$ cat src/rtl/dr_ctrl_decoder_sync.sv
// Clocked dual-rail instruction decoder: settle filter, registered hold/return-to-NULL, sticky errors.
// Optional instruction counter when DR_CTRL_STATS_EN is defined.
module dr_ctrl_decoder_sync #(
   parameter int FW     = 2,
   parameter int NCH    = 3,
   parameter int SETTLE = 1,
   parameter int TMO    = 16,
   parameter int CW     = 16
) (
   input  logic                i_clk,
   input  logic                i_rst_n,
   input  logic [2+3*FW-1:0]   i_in_t,
   input  logic [2+3*FW-1:0]   i_in_f,
   output logic                o_in_ack,
   input  logic                i_out_ack,
   output logic [NCH*FW-1:0]   o_cw_t,
   output logic [NCH*FW-1:0]   o_cw_f,
   output logic [NCH-1:0]      o_inv_t,
   output logic [NCH-1:0]      o_inv_f,
   output logic                o_mr_t,
   output logic                o_mr_f,
   output logic                o_err_conflict,
   output logic                o_err_timeout,
   input  logic                i_err_clr
`ifdef DR_CTRL_STATS_EN
   ,output logic [CW-1:0]      o_instr_cnt
`endif
);

   localparam int IW  = 2 + 3*FW;
   localparam int SCW = (SETTLE > 1) ? $clog2(SETTLE) : 1;
   localparam int TCW = $clog2(TMO + 1);

   typedef enum logic [1:0] {ST_IDLE, ST_SETTLE, ST_DRIVE} state_t;

   state_t             r_state;
   state_t             w_state_next;
   logic [IW-1:0]      r_snap_t, r_snap_f;
   logic [SCW-1:0]     r_set_cnt;
   logic [TCW-1:0]     r_tmo_cnt;
   logic [NCH*FW-1:0]  r_cw_t, r_cw_f;
   logic [NCH-1:0]     r_inv_t, r_inv_f;
   logic               r_mr_t, r_mr_f, r_in_ack, r_nop;
   logic               r_err_conflict, r_err_timeout;

   logic               w_complete, w_null, w_conflict, w_partial, w_same, w_tmo_hit;
   logic               w_capture, w_settle_inc, w_decode, w_release;
   logic [1:0]         w_mode;
   logic               w_m10, w_m01, w_m11;
   logic [FW-1:0]      w_a, w_b, w_c;
   logic [NCH*FW-1:0]  w_dec_cw_t, w_dec_cw_f;
   logic [NCH-1:0]     w_dec_inv_t, w_dec_inv_f;

   assign w_complete = &(i_in_t ^ i_in_f);
   assign w_null     = ~|(i_in_t | i_in_f);
   assign w_conflict = |(i_in_t & i_in_f);
   assign w_partial  = !w_null && !w_complete;
   assign w_same     = (i_in_t == r_snap_t) && (i_in_f == r_snap_f);
   assign w_tmo_hit  = (r_tmo_cnt == TCW'(TMO - 1));

   // Snapshot is complete, so the true rail alone carries the value.
   assign w_mode = r_snap_t[IW-1 -: 2];
   assign w_a    = r_snap_t[3*FW-1 -: FW];
   assign w_b    = r_snap_t[2*FW-1 -: FW];
   assign w_c    = r_snap_t[FW-1:0];
   assign w_m10  = (w_mode == 2'b10);
   assign w_m01  = (w_mode == 2'b01);
   assign w_m11  = (w_mode == 2'b11);

   genvar gi;
   generate
      for (gi = 0; gi < NCH; gi++) begin : g_ch
         if (gi == 0) begin : g_ch0
            assign w_dec_cw_t[0 +: FW] = w_m11 ? w_b : ((w_m10 || w_m01) ? w_a : '0);
            assign w_dec_cw_f[0 +: FW] = w_m11 ? ~w_b : ((w_m10 || w_m01) ? ~w_a : '0);
            assign w_dec_inv_t[0]      = w_m01 || w_m11;
            assign w_dec_inv_f[0]      = w_m10;
         end else begin : g_chn
            localparam bit INV_ONE = (gi == 1);
            assign w_dec_cw_t[gi*FW +: FW] = w_m11 ? w_c : '0;
            assign w_dec_cw_f[gi*FW +: FW] = w_m11 ? ~w_c : '0;
            assign w_dec_inv_t[gi]         = w_m11 && INV_ONE;
            assign w_dec_inv_f[gi]         = w_m11 && !INV_ONE;
         end
      end
   endgenerate

   // A conflicting word freezes the FSM; it is flagged but never sequenced.
   always_comb begin
      w_state_next = r_state;
      w_capture    = 1'b0;
      w_settle_inc = 1'b0;
      w_decode     = 1'b0;
      w_release    = 1'b0;
      if (!w_conflict) begin
         case (r_state)
            ST_IDLE: begin
               if (w_complete && !i_out_ack) begin
                  w_state_next = ST_SETTLE;
                  w_capture    = 1'b1;
               end
            end
            ST_SETTLE: begin
               if (!w_same) begin
                  w_state_next = ST_IDLE;
               end else if (r_set_cnt == SCW'(SETTLE - 1)) begin
                  w_state_next = ST_DRIVE;
                  w_decode     = 1'b1;
               end else begin
                  w_settle_inc = 1'b1;
               end
            end
            ST_DRIVE: begin
               if (w_null && (i_out_ack || r_nop)) begin
                  w_state_next = ST_IDLE;
                  w_release    = 1'b1;
               end
            end
            default: w_state_next = ST_IDLE;
         endcase
      end
   end

   always_ff @(posedge i_clk) begin
      if (!i_rst_n) begin
         r_state        <= ST_IDLE;
         r_snap_t       <= '0;
         r_snap_f       <= '0;
         r_set_cnt      <= '0;
         r_tmo_cnt      <= '0;
         r_cw_t         <= '0;
         r_cw_f         <= '0;
         r_inv_t        <= '0;
         r_inv_f        <= '0;
         r_mr_t         <= 1'b0;
         r_mr_f         <= 1'b0;
         r_in_ack       <= 1'b0;
         r_nop          <= 1'b0;
         r_err_conflict <= 1'b0;
         r_err_timeout  <= 1'b0;
      end else begin
         r_state <= w_state_next;
         if (w_capture) begin
            r_snap_t  <= i_in_t;
            r_snap_f  <= i_in_f;
            r_set_cnt <= '0;
         end else if (w_settle_inc) begin
            r_set_cnt <= r_set_cnt + 1'b1;
         end
         if (w_decode) begin
            r_cw_t   <= w_dec_cw_t;
            r_cw_f   <= w_dec_cw_f;
            r_inv_t  <= w_dec_inv_t;
            r_inv_f  <= w_dec_inv_f;
            r_mr_t   <= w_m10;
            r_mr_f   <= w_m01;
            r_in_ack <= 1'b1;
            r_nop    <= (w_mode == 2'b00);
         end else if (w_release) begin
            r_cw_t   <= '0;
            r_cw_f   <= '0;
            r_inv_t  <= '0;
            r_inv_f  <= '0;
            r_mr_t   <= 1'b0;
            r_mr_f   <= 1'b0;
            r_in_ack <= 1'b0;
            r_nop    <= 1'b0;
         end
         if ((r_state == ST_IDLE) && w_partial) begin
            if (!w_tmo_hit) r_tmo_cnt <= r_tmo_cnt + 1'b1;
         end else begin
            r_tmo_cnt <= '0;
         end
         // A new error in the same cycle as the clear pulse survives.
         r_err_conflict <= w_conflict || (r_err_conflict && !i_err_clr);
         r_err_timeout  <= ((r_state == ST_IDLE) && w_partial && w_tmo_hit) ||
                           (r_err_timeout && !i_err_clr);
      end
   end

`ifdef DR_CTRL_STATS_EN
   logic [CW-1:0] r_instr_cnt;
   always_ff @(posedge i_clk) begin
      if (!i_rst_n) begin
         r_instr_cnt <= '0;
      end else if (w_decode && (r_instr_cnt != '1)) begin
         r_instr_cnt <= r_instr_cnt + 1'b1;
      end
   end
   assign o_instr_cnt = r_instr_cnt;
`endif

   assign o_in_ack       = r_in_ack;
   assign o_cw_t         = r_cw_t;
   assign o_cw_f         = r_cw_f;
   assign o_inv_t        = r_inv_t;
   assign o_inv_f        = r_inv_f;
   assign o_mr_t         = r_mr_t;
   assign o_mr_f         = r_mr_f;
   assign o_err_conflict = r_err_conflict;
   assign o_err_timeout  = r_err_timeout;

endmodule

$ cat config.mk
export PLATFORM = sky130hd
export DESIGN_NAME = dr_ctrl_decoder_sync
export DESIGN_NICKNAME = d
export VERILOG_FILES = /design/src/rtl/dr_ctrl_decoder_sync.sv
export SDC_FILE = /design/constraint.sdc
export NUM_CORES = 1
export LEC_CHECK = 0
export ABC_AREA = 0
export BUFFER_PORTS_ARGS = -buffer_cell sky130_fd_sc_hd__buf_2
export CAP_MARGIN = 20
export CORE_MARGIN = 2
export CORE_UTILIZATION = 52
export DETAILED_ROUTE_END_ITERATION = 8
export PLACE_DENSITY_LB_ADDON = 0.1
export REMOVE_ABC_BUFFERS = 1
export SLEW_MARGIN = 20
export SYNTH_ARGS = -nofsm -noshare
export SYNTH_HDL_FRONTEND = slang
export SYNTH_SLANG_ARGS = --single-unit
$ cat constraint.sdc
create_clock -name i_clk -period 2.7 [get_ports i_clk]
set_input_delay 0.135 -clock i_clk [delete_from_list [all_inputs] [get_ports i_clk]]
set_output_delay 0.135 -clock i_clk [all_outputs]
set_load 0.03 [all_outputs]
==> impl_metrics.json, run 1 <==
{
  "status": "finished, final reports clean",
  "synth_edf_count": 0,
  "worstPathArrival_ps": 2050,
  "grt-ovfl-total": 0,
  "detail-route-antenna-nets": 0,
  "synth.most_common_cell": "nand2_1",
  "rsz0062_at_grt": "no",
  "synth_commonest_cells": "nand2_1 (46), dfxtp_1 (40), ha_1 (22)",
  "crit_type": "reg -> reg",
  "instances_no_fill": 357,
  "io_buffers": 40,
  "initial_core_util_pct": 53.4,
  "slew_headroom_pct": 58.0,
  "syn_inst": 272,
  "pin_count": 43,
  "min_period_ps": 1870,
  "cp-end-kind": "flip-flop",
  "cts_resized": 0,
  "critical_path.max_fanout": 15,
  "synth_top_area_share_pct": 34.9,
  "reg2reg_slack_ps": 830,
  "vias_per_cell": 5.21,
  "wl_per_cell_um": 12.6,
  "path_clk_slew_ps": 80,
  "cts_setup_buffers": 0,
  "drive_gt1_share_pct": 17.7,
  "drc": 0,
  "synth_area_mm2": 0.00229,
  "netlist-cell-type-count": 34,
  "die_h_um": 70.4,
  "core_area_mm2": 0.00429,
  "ys_ff_latch": 40,
  "skew_ps": 5.29,
  "gp_congestion": 0.809,
  "synth.avg_cell_area_um2": 8.43,
  "synth_top_family_by_area": "simple AND/OR/NAND/NOR gates",
  "synth-seq-area-share_pct": 34.9,
  "die-area_mm2": 0.00496,
  "cts.path.max_buffers": 2,
  "setup_viol": 0,
  "vias": 1859,
  "cts_tree": "built",
  "die_x_um": 70.4,
  "r2r-start": "r_snap_t[7]$_SDFFE_PN0P_",
  "cts_num_sinks": 40,
  "clock_latency_ps": 290,
  "grt_pass1_vias": 1744,
  "cp-start-kind": "flip-flop",
  "regToRegEndpoint": "o_cw_t[0]$_SDFFE_PN0P_",
  "hold_viol_final": 0,
  "dp.final_hpwl_um": 3350,
  "fin_util_pct": 60.1,
  "crit_required_ps": 2880,
  "ir_drop_mv": 0.254,
  "drt_iter0_drc": 67,
  "grt_max_degree": 33,
  "htree_levels": 2,
  "synthAdderAreaFrac_pct": 12.0,
  "setup_tns_ps": 0,
  "dp.cells": 349,
  "synthSimpleGateAreaFrac_pct": 23.7,
  "first_pass_iters": 4,
  "routed_wirelength_um": 4490,
  "grt_antenna_before_repair": 0,
  "synthTopCellsByArea": "dfxtp_1 (35%), ha_1 (12%), nand2_1 (7.5%)",
  "gr-usage-all-layers_pct": 19.9,
  "final-max-slew-violation-count": 0,
  "stdcell_area_mm2": 0.00258,
  "insertedDiodeCount": 0,
  "synth_xor_xnor_area_share_pct": 7.26,
  "dpl_cell_area_mm2": 0.00247,
  "synth_warnings": 0,
  "fmax_mhz": 534,
  "ys.flop_type": "dfxtp_1",
  "hp-class": "in -> reg",
  "postSynth.asyncResetShare_pct": 0,
  "maxCapViolations": 0,
  "crit_path_end": "o_cw_t[0]$_SDFFE_PN0P_",
  "synth-compound-area-share_pct": 7.09,
  "synthToLayoutAreaGrowth_pct": 12.4,
  "cellPowerDensity_mw_per_mm2": 457,
  "startpoint": "r_snap_t[7]$_SDFFE_PN0P_",
  "cts_root_buffer": "clkbuf_8",
  "total_power_mw": 1.18,
  "nets": 346,
  "grt_pass1_wl_um": 7950,
  "muxShareOfSynthArea_pct": 6.11,
  "cts_hold_buf": 0,
  "cts_buffers": 5,
  "p_leak_nw": 1.24,
  "yosys.area.top_type": "dfxtp_1",
  "placementRows": 24,
  "r2r_cells": 5,
  "fin_crit_sh_pct": 69.4,
  "tightestPinTransition_ps": 629
}
## state kept, by name, summed over array words and instances, names as in the netlist
register        cells
o_err_conflict      1
o_err_timeout       1
o_cw_t              4
o_mr_f              1
r_snap_f            8
r_snap_t            8
o_inv_f             1
r_tmo_cnt           5
o_inv_t             2
o_cw_f              4
r_nop               1
o_in_ack            1
r_set_cnt           1
r_state             2
## routing by layer
layer	vias to the layer above	track usage, %	part of all wire (%)
met5	-	0	0
met4	0	7.48	1.9
met3	10	4.47	4.8
met2	44	31.6	44
met1	841	26.4	49
li1	964	-	-
## cell families after synthesis
logic type               count (synthesis)
buffers and inverters                   41
AND/OR/NAND/NOR                        105
XOR/XNOR                                19
multiplexers                            14
adder cells (fa/ha/maj)                 22
AO/OA/AOI/OAI                           30
flip-flops                              40
other                                    1
## how the worst min path moves through the flow
| stage | start | to | slack (ps) | cells after the start |
|---|---|---|---|---|
| after global placement | i_err_clr | o_err_timeout$_SDFF_PN0_ | 330 | 2 |
| final | i_err_clr | o_err_timeout$_SDFF_PN0_ | 20 | 2 |
| after CTS | i_err_clr | o_err_timeout$_SDFF_PN0_ | 20 | 2 |
| after floorplan | i_err_clr | o_err_timeout$_SDFF_PN0_ | 230 | 1 |
| after global routing | i_err_clr | o_err_timeout$_SDFF_PN0_ | 20 | 2 |
| after detailed placement | i_err_clr | o_err_timeout$_SDFF_PN0_ | 330 | 2 |
## layout make-up
type | count | area [µm²]
fill | 435 | 1720
multi-input combinational | 192 | 1300
sequential | 40 | 801
timing repair buffer | 44 | 230
inverter | 21 | 78.8
clock buffer | 6 | 72.6
tap | 52 | 65.1
clock inverter | 2 | 35.0
## power by group
group,internal (mW),leakage (nW),total (mW),switching (mW)
Combinational,0.0377,0.862,0.0997,0.0619
Sequential,0.595,0.323,0.598,0.00385
Clock,0.274,0.0552,0.480,0.206
Total,0.907,1.24,1.18,0.272
## per-stage QoR
stage,worst slack [ps],hold WS [ps]
finish,826,23.6
global route,627,15.1
CTS,799,19.5
detailed placement,750,332
global placement,808,328
floorplan,1040,229
## placed cells by master (no fill, tap or decap), types with 3 or more instances in the layout
master,count
dfxtp_1,40
buf_2,40
nand2_1,46
nor2b_1,3
xor2_1,6
inv_1,21
ha_1,22
nor2_1,11
o21ai_0,6
clkbuf_8,5
nand3b_1,4
mux2i_1,14
nand4_1,7
nand3_1,19
xnor2_1,13
a21oi_1,20
buf_4,4
## critical path: stages, from the launching register on
cell      delay (ps)
dfxtp_1          430
xnor2_1          150
nand4_1          160
nor4_4           430
nand4b_4         370
mux2i_1          210
Power figures use the tool's default switching activity.
==> inputs of run 2 (changes only) <==
CORE_UTILIZATION = 50   (was 52)
clock period = 1.6 ns   (was 2.7 ns; I/O delays follow)
==> impl_metrics.json, run 2 (synthesized netlist as in run 1, its figures left out) <==
{
  "drive_gt1_share_pct": 30.6,
  "wl_met3_um": 187,
  "detail-route-antenna-nets": 0,
  "power.internal_mw": 1.56,
  "initial_core_util_pct": 52.3,
  "pin_count": 43,
  "stdcell_area_mm2": 0.00293,
  "dpl_cell_area_mm2": 0.00271,
  "grt_pass1_wl_um": 8390,
  "placementRows": 24,
  "critical_path.max_fanout": 7,
  "cts.path.max_buffers": 2,
  "crit_type": "reg -> reg",
  "clkPwrFrac_pct": 40.3,
  "layout_commonest_cell": "nand2_1",
  "grt_max_degree": 18,
  "cp-start-kind": "flip-flop",
  "cellPowerDensity_mw_per_mm2": 699,
  "skew_ps": 9.05,
  "crit_path_top_delay_cell": "dfxtp_2",
  "combPwrFrac_pct": 10.5,
  "cts_buffers": 5,
  "r2r-start": "r_snap_f[2]$_SDFFE_PN0P_",
  "ir_drop_mv": 0.410,
  "hold_viol_final": 0,
  "vias": 1980,
  "fmax_mhz": 627,
  "holdWs_ps": 64.8,
  "synthToLayoutAreaGrowth_pct": 27.9,
  "drc": 0,
  "maxCapViolations": 0,
  "setup_viol": 0,
  "worstPathArrival_ps": 1780,
  "vias_per_cell": 5.09,
  "wl_per_cell_um": 13.1,
  "critical-path-top-delay-family": "simple AND/OR/NAND/NOR gates",
  "io_buffers": 40,
  "routed_wirelength_um": 5090,
  "gr-usage-all-layers_pct": 20.5,
  "cts_num_sinks": 40,
  "grt_pass1_vias": 1848,
  "gp_congestion": 0.844,
  "cp-end-kind": "flip-flop",
  "p_leak_nw": 1.45,
  "die_h_um": 71.7,
  "reg_top3": "r_snap_f: 8 flops, r_snap_t: 8 flops, r_tmo_cnt: 5 flops",
  "fin_crit_sh_pct": 99.6,
  "path_cells": "xnor2_2 > nand4_1 > nor4_4 > buf_4 > nand4b_4 > clkbuf_16 > mux2i_1",
  "dp.final_hpwl_um": 3700,
  "grt_antenna_before_repair": 0,
  "first_pass_iters": 4,
  "min_period_ps": 1590,
  "grt-ovfl-total": 0,
  "hp-start": "i_in_f[1]",
  "clock_latency_ps": 290,
  "status": "finished, final reports clean",
  "path_clk_slew_ps": 80,
  "die-area_mm2": 0.00514,
  "insertedDiodeCount": 0,
  "swShare_pct": 23.8,
  "htree_levels": 2,
  "nets": 378,
  "final_cell_mix": "nand2_1 (46), buf_2 (40), dfxtp_1 (32), buf_4 (32)",
  "crit_required_ps": 1790,
  "final-max-slew-violation-count": 0,
  "hp-class": "in -> reg",
  "cts_root_buffer": "clkbuf_8",
  "drt_iter0_drc": 107,
  "pwr-share-seq_pct": 49.2,
  "cts_tree": "built",
  "die_x_um": 71.7,
  "switchingPower_mw": 0.488,
  "drt-met1-wl_um": 2350,
  "fillCellCount": 366,
  "rsz0062_at_grt": "yes",
  "core_area_mm2": 0.00438,
  "path_buf_inv": 2,
  "startpoint": "r_snap_f[2]$_SDFFE_PN0P_",
  "wl_met2_um": 2460,
  "highest_layer": "met4",
  "slowest_delay_ps": 340
}
## run 2: area by class of cell
cell class / count / area, µm² / area share, %
clock inverter: 2 / 35.0 / 1.19
inverter: 21 / 78.8 / 2.69
sequential: 40 / 811 / 27.6
timing repair buffer: 76 / 515 / 17.6
tap: 52 / 65.1 / 2.22
multi-input combinational: 192 / 1360 / 46.2
clock buffer: 6 / 72.6 / 2.47
## run 2: repair_timing
item	4_1_cts	5_1_grt
hold buffers	1	0
resized for setup	0	19
buffers inserted	1	1
endpoints found under the hold margin	1	0
cloned	0	1
setup endpoints to repair	15	17
pin swaps	2	12
## run 2: final timing paths
kind / to / slack, ps / cells past startpoint
max reg2reg: o_cw_f[3]$_SDFFE_PN0P_ / 6 / 7
max: o_cw_f[3]$_SDFFE_PN0P_ / 6 / 7
min reg2reg: r_snap_f[7]$_SDFFE_PN0P_ / 460 / 2
min: r_snap_f[1]$_SDFFE_PN0P_ / 60 / 3
## run 2: metrics by stage
step | worst slack [ps] | setup TNS, ps | total power, mW | cells | util (%)
floorplan | -32.0 | -509 | 1.12 | 253 | -
global placement | -45.4 | -969 | 1.23 | 377 | 61.7
detailed placement | -99.8 | -2470 | 1.24 | 377 | 61.7
CTS | 8.98 | 0 | 2.06 | 387 | 64.6
global route | -93.6 | -1160 | 2.14 | 389 | 66.9
finish | 5.96 | 0 | 2.05 | 389 | 66.9
## run 2: power groups by stage
stage	Clock (mW)	Sequential, mW	Combinational (mW)
2_1_floorplan	0	1.04	0.0855
6_report	0.827	1.01	0.216
3_3_place_gp	0	1.03	0.202
4_1_cts	0.843	1.01	0.209
5_1_grt	0.886	1.01	0.245
3_5_place_dp	0	1.03	0.205
## run 2: per-layer routing
layer | vias to the layer above | track usage (%)
li1 | 1023 | -
met1 | 900 | 27.6
met2 | 49 | 33.2
met3 | 8 | 3.94
met4 | 0 | 6.50
met5 | - | 0
## run 2: worst reg2reg max path, cell delays in order (launching register included)
cell and delay (ps):
dfxtp_2 340, xnor2_2 150, nand4_1 200, nor4_4 170, buf_4 170, nand4b_4 140
clkbuf_16 200, mux2i_1 110
==> inputs of run 3 (changes only) <==
RECOVER_POWER = 100   (was not set)
==> impl_metrics.json, run 3 (synthesized netlist as in run 1, its figures left out) <==
{
  "status": "finished, final reports clean",
  "cts_buffers": 5,
  "final-max-slew-violation-count": 0,
  "path_cells": "xnor2_2 > nand4_1 > nor4_4 > buf_4 > nand4b_4 > clkbuf_16 > mux2i_1",
  "stdcell_area_mm2": 0.00291,
  "hp-class": "in -> reg",
  "gp_congestion": 0.844,
  "p_leak_nw": 1.36,
  "htree_levels": 2,
  "slowest_delay_ps": 340,
  "rsz0062_at_grt": "yes",
  "drt_iter0_drc": 104,
  "seqCellArea_um2": 811,
  "min_period_ps": 1590,
  "cts.path.max_buffers": 2,
  "hold_viol_final": 0,
  "cellPowerDensity_mw_per_mm2": 706,
  "pwr-share-seq_pct": 49.2,
  "clock_latency_ps": 290,
  "cts_num_sinks": 40,
  "worstPathArrival_ps": 1780,
  "fmax_mhz": 627,
  "use_met2_pct": 33.2,
  "die_x_um": 71.7,
  "grt_pass1_vias": 1848,
  "cts_tree": "built",
  "placementRows": 24,
  "grt_max_degree": 18,
  "grt_util_met3_pct": 3.94,
  "path_buf_inv": 2,
  "vias": 1985,
  "pin_count": 43,
  "drc": 0,
  "ir_drop_mv": 0.410,
  "die-area_mm2": 0.00514,
  "fin_util_pct": 66.3,
  "cp-start-kind": "flip-flop",
  "initial_core_util_pct": 52.3,
  "gr-usage-all-layers_pct": 20.5,
  "crit_path_top_delay_cell": "dfxtp_2",
  "crit_type": "reg -> reg",
  "detail-route-antenna-nets": 0,
  "path_clk_slew_ps": 80,
  "crit_required_ps": 1790,
  "clkPwrFrac_pct": 40.3,
  "nets": 378,
  "reg_top3": "r_snap_f: 8 flops, r_snap_t: 8 flops, r_tmo_cnt: 5 flops",
  "fin_crit_sh_pct": 99.6,
  "swShare_pct": 23.8,
  "routed_wirelength_um": 5100,
  "final_cell_mix": "nand2_1 (46), dfxtp_1 (32), buf_4 (31)",
  "switchingPower_mw": 0.487,
  "cp-end-kind": "flip-flop",
  "core_area_mm2": 0.00438,
  "critical_path.max_fanout": 7,
  "grt_pass1_wl_um": 8390,
  "maxCapViolations": 0,
  "cts_root_buffer": "clkbuf_8",
  "synthToLayoutAreaGrowth_pct": 26.7,
  "dpl_cell_area_mm2": 0.00271,
  "first_pass_iters": 4,
  "critical-path-top-delay-family": "simple AND/OR/NAND/NOR gates",
  "grt_util_met1_pct": 27.6,
  "io_buffers": 40,
  "layout_commonest_cell": "nand2_1",
  "dp.final_hpwl_um": 3700,
  "drive_gt1_share_pct": 24.0,
  "fillCellCount": 382,
  "grt_antenna_before_repair": 0,
  "wl_per_cell_um": 13.1,
  "total_power_mw": 2.05,
  "power.internal_mw": 1.56,
  "combPwrFrac_pct": 10.5,
  "insertedDiodeCount": 0,
  "grt.busiest_layer": "met2",
  "setup_viol": 0,
  "skew_ps": 9.14,
  "grt-ovfl-total": 0,
  "die_h_um": 71.7,
  "multi_input_area_mm2": 0.00135,
  "vias_per_cell": 5.10
}
-- run 3: what timing repair did --
action	CTS	global route
cloned	0	1
setup buffers	1	1
resized for setup	0	19
hold endpoints to repair	1	0
hold buffers	1	0
setup endpoints to repair	15	17
pin swaps	2	12
-- run 3: worst paths after layout --
check | from | end | slack, ps | cells past startpoint
max | r_snap_f[2]$_SDFFE_PN0P_ | o_cw_f[3]$_SDFFE_PN0P_ | 6 | 7
min | i_in_f[1] | r_snap_f[1]$_SDFFE_PN0P_ | 60 | 3
max reg2reg | r_snap_f[2]$_SDFFE_PN0P_ | o_cw_f[3]$_SDFFE_PN0P_ | 6 | 7
min reg2reg | r_snap_f[7]$_SDFFE_PN0P_ | r_snap_f[7]$_SDFFE_PN0P_ | 460 | 2
-- run 3: metal layers --
metal  vias to the layer above  wire length, µm
li1                       1024                -
met1                       901             2380
met2                        50             2440
met3                        10              190
met4                         0               89
met5                         -                0
-- run 3: layout make-up --
type	count	area share [%]
Inverter	21	2.71
Multi-Input combinational cell	192	46.6
Tap cell	52	2.24
Sequential cell	40	27.9
Timing Repair Buffer	76	16.8
Clock inverter	2	1.21
Clock buffer	6	2.50
-- run 3: through the flow --
| stage | cells | hold slack (ps) | setup slack (ps) | setup TNS, ps |
|---|---|---|---|---|
| 3_3_place_gp | 377 | 272 | -45.4 | -969 |
| 3_5_place_dp | 377 | 278 | -99.8 | -2470 |
| 2_1_floorplan | 253 | 174 | -32.0 | -509 |
| 4_1_cts | 387 | 55.0 | 8.98 | 0 |
| 5_1_grt | 389 | 86.9 | -93.6 | -1220 |
| 6_report | 389 | 64.4 | 5.67 | 0 |
-- run 3: power by group through the flow --
| stage | clock network (mW) | registers [mW] | logic (mW) |
|---|---|---|---|
| after floorplan | 0 | 1.04 | 0.0855 |
| after global placement | 0 | 1.03 | 0.202 |
| after detailed placement | 0 | 1.03 | 0.205 |
| after CTS | 0.843 | 1.01 | 0.209 |
| after global routing | 0.886 | 1.01 | 0.244 |
| final | 0.826 | 1.01 | 0.216 |
-- run 3: worst min-delay path: stages --
cell,delay [ps]
buf_2,130
nand2_1,60
a21oi_1,50
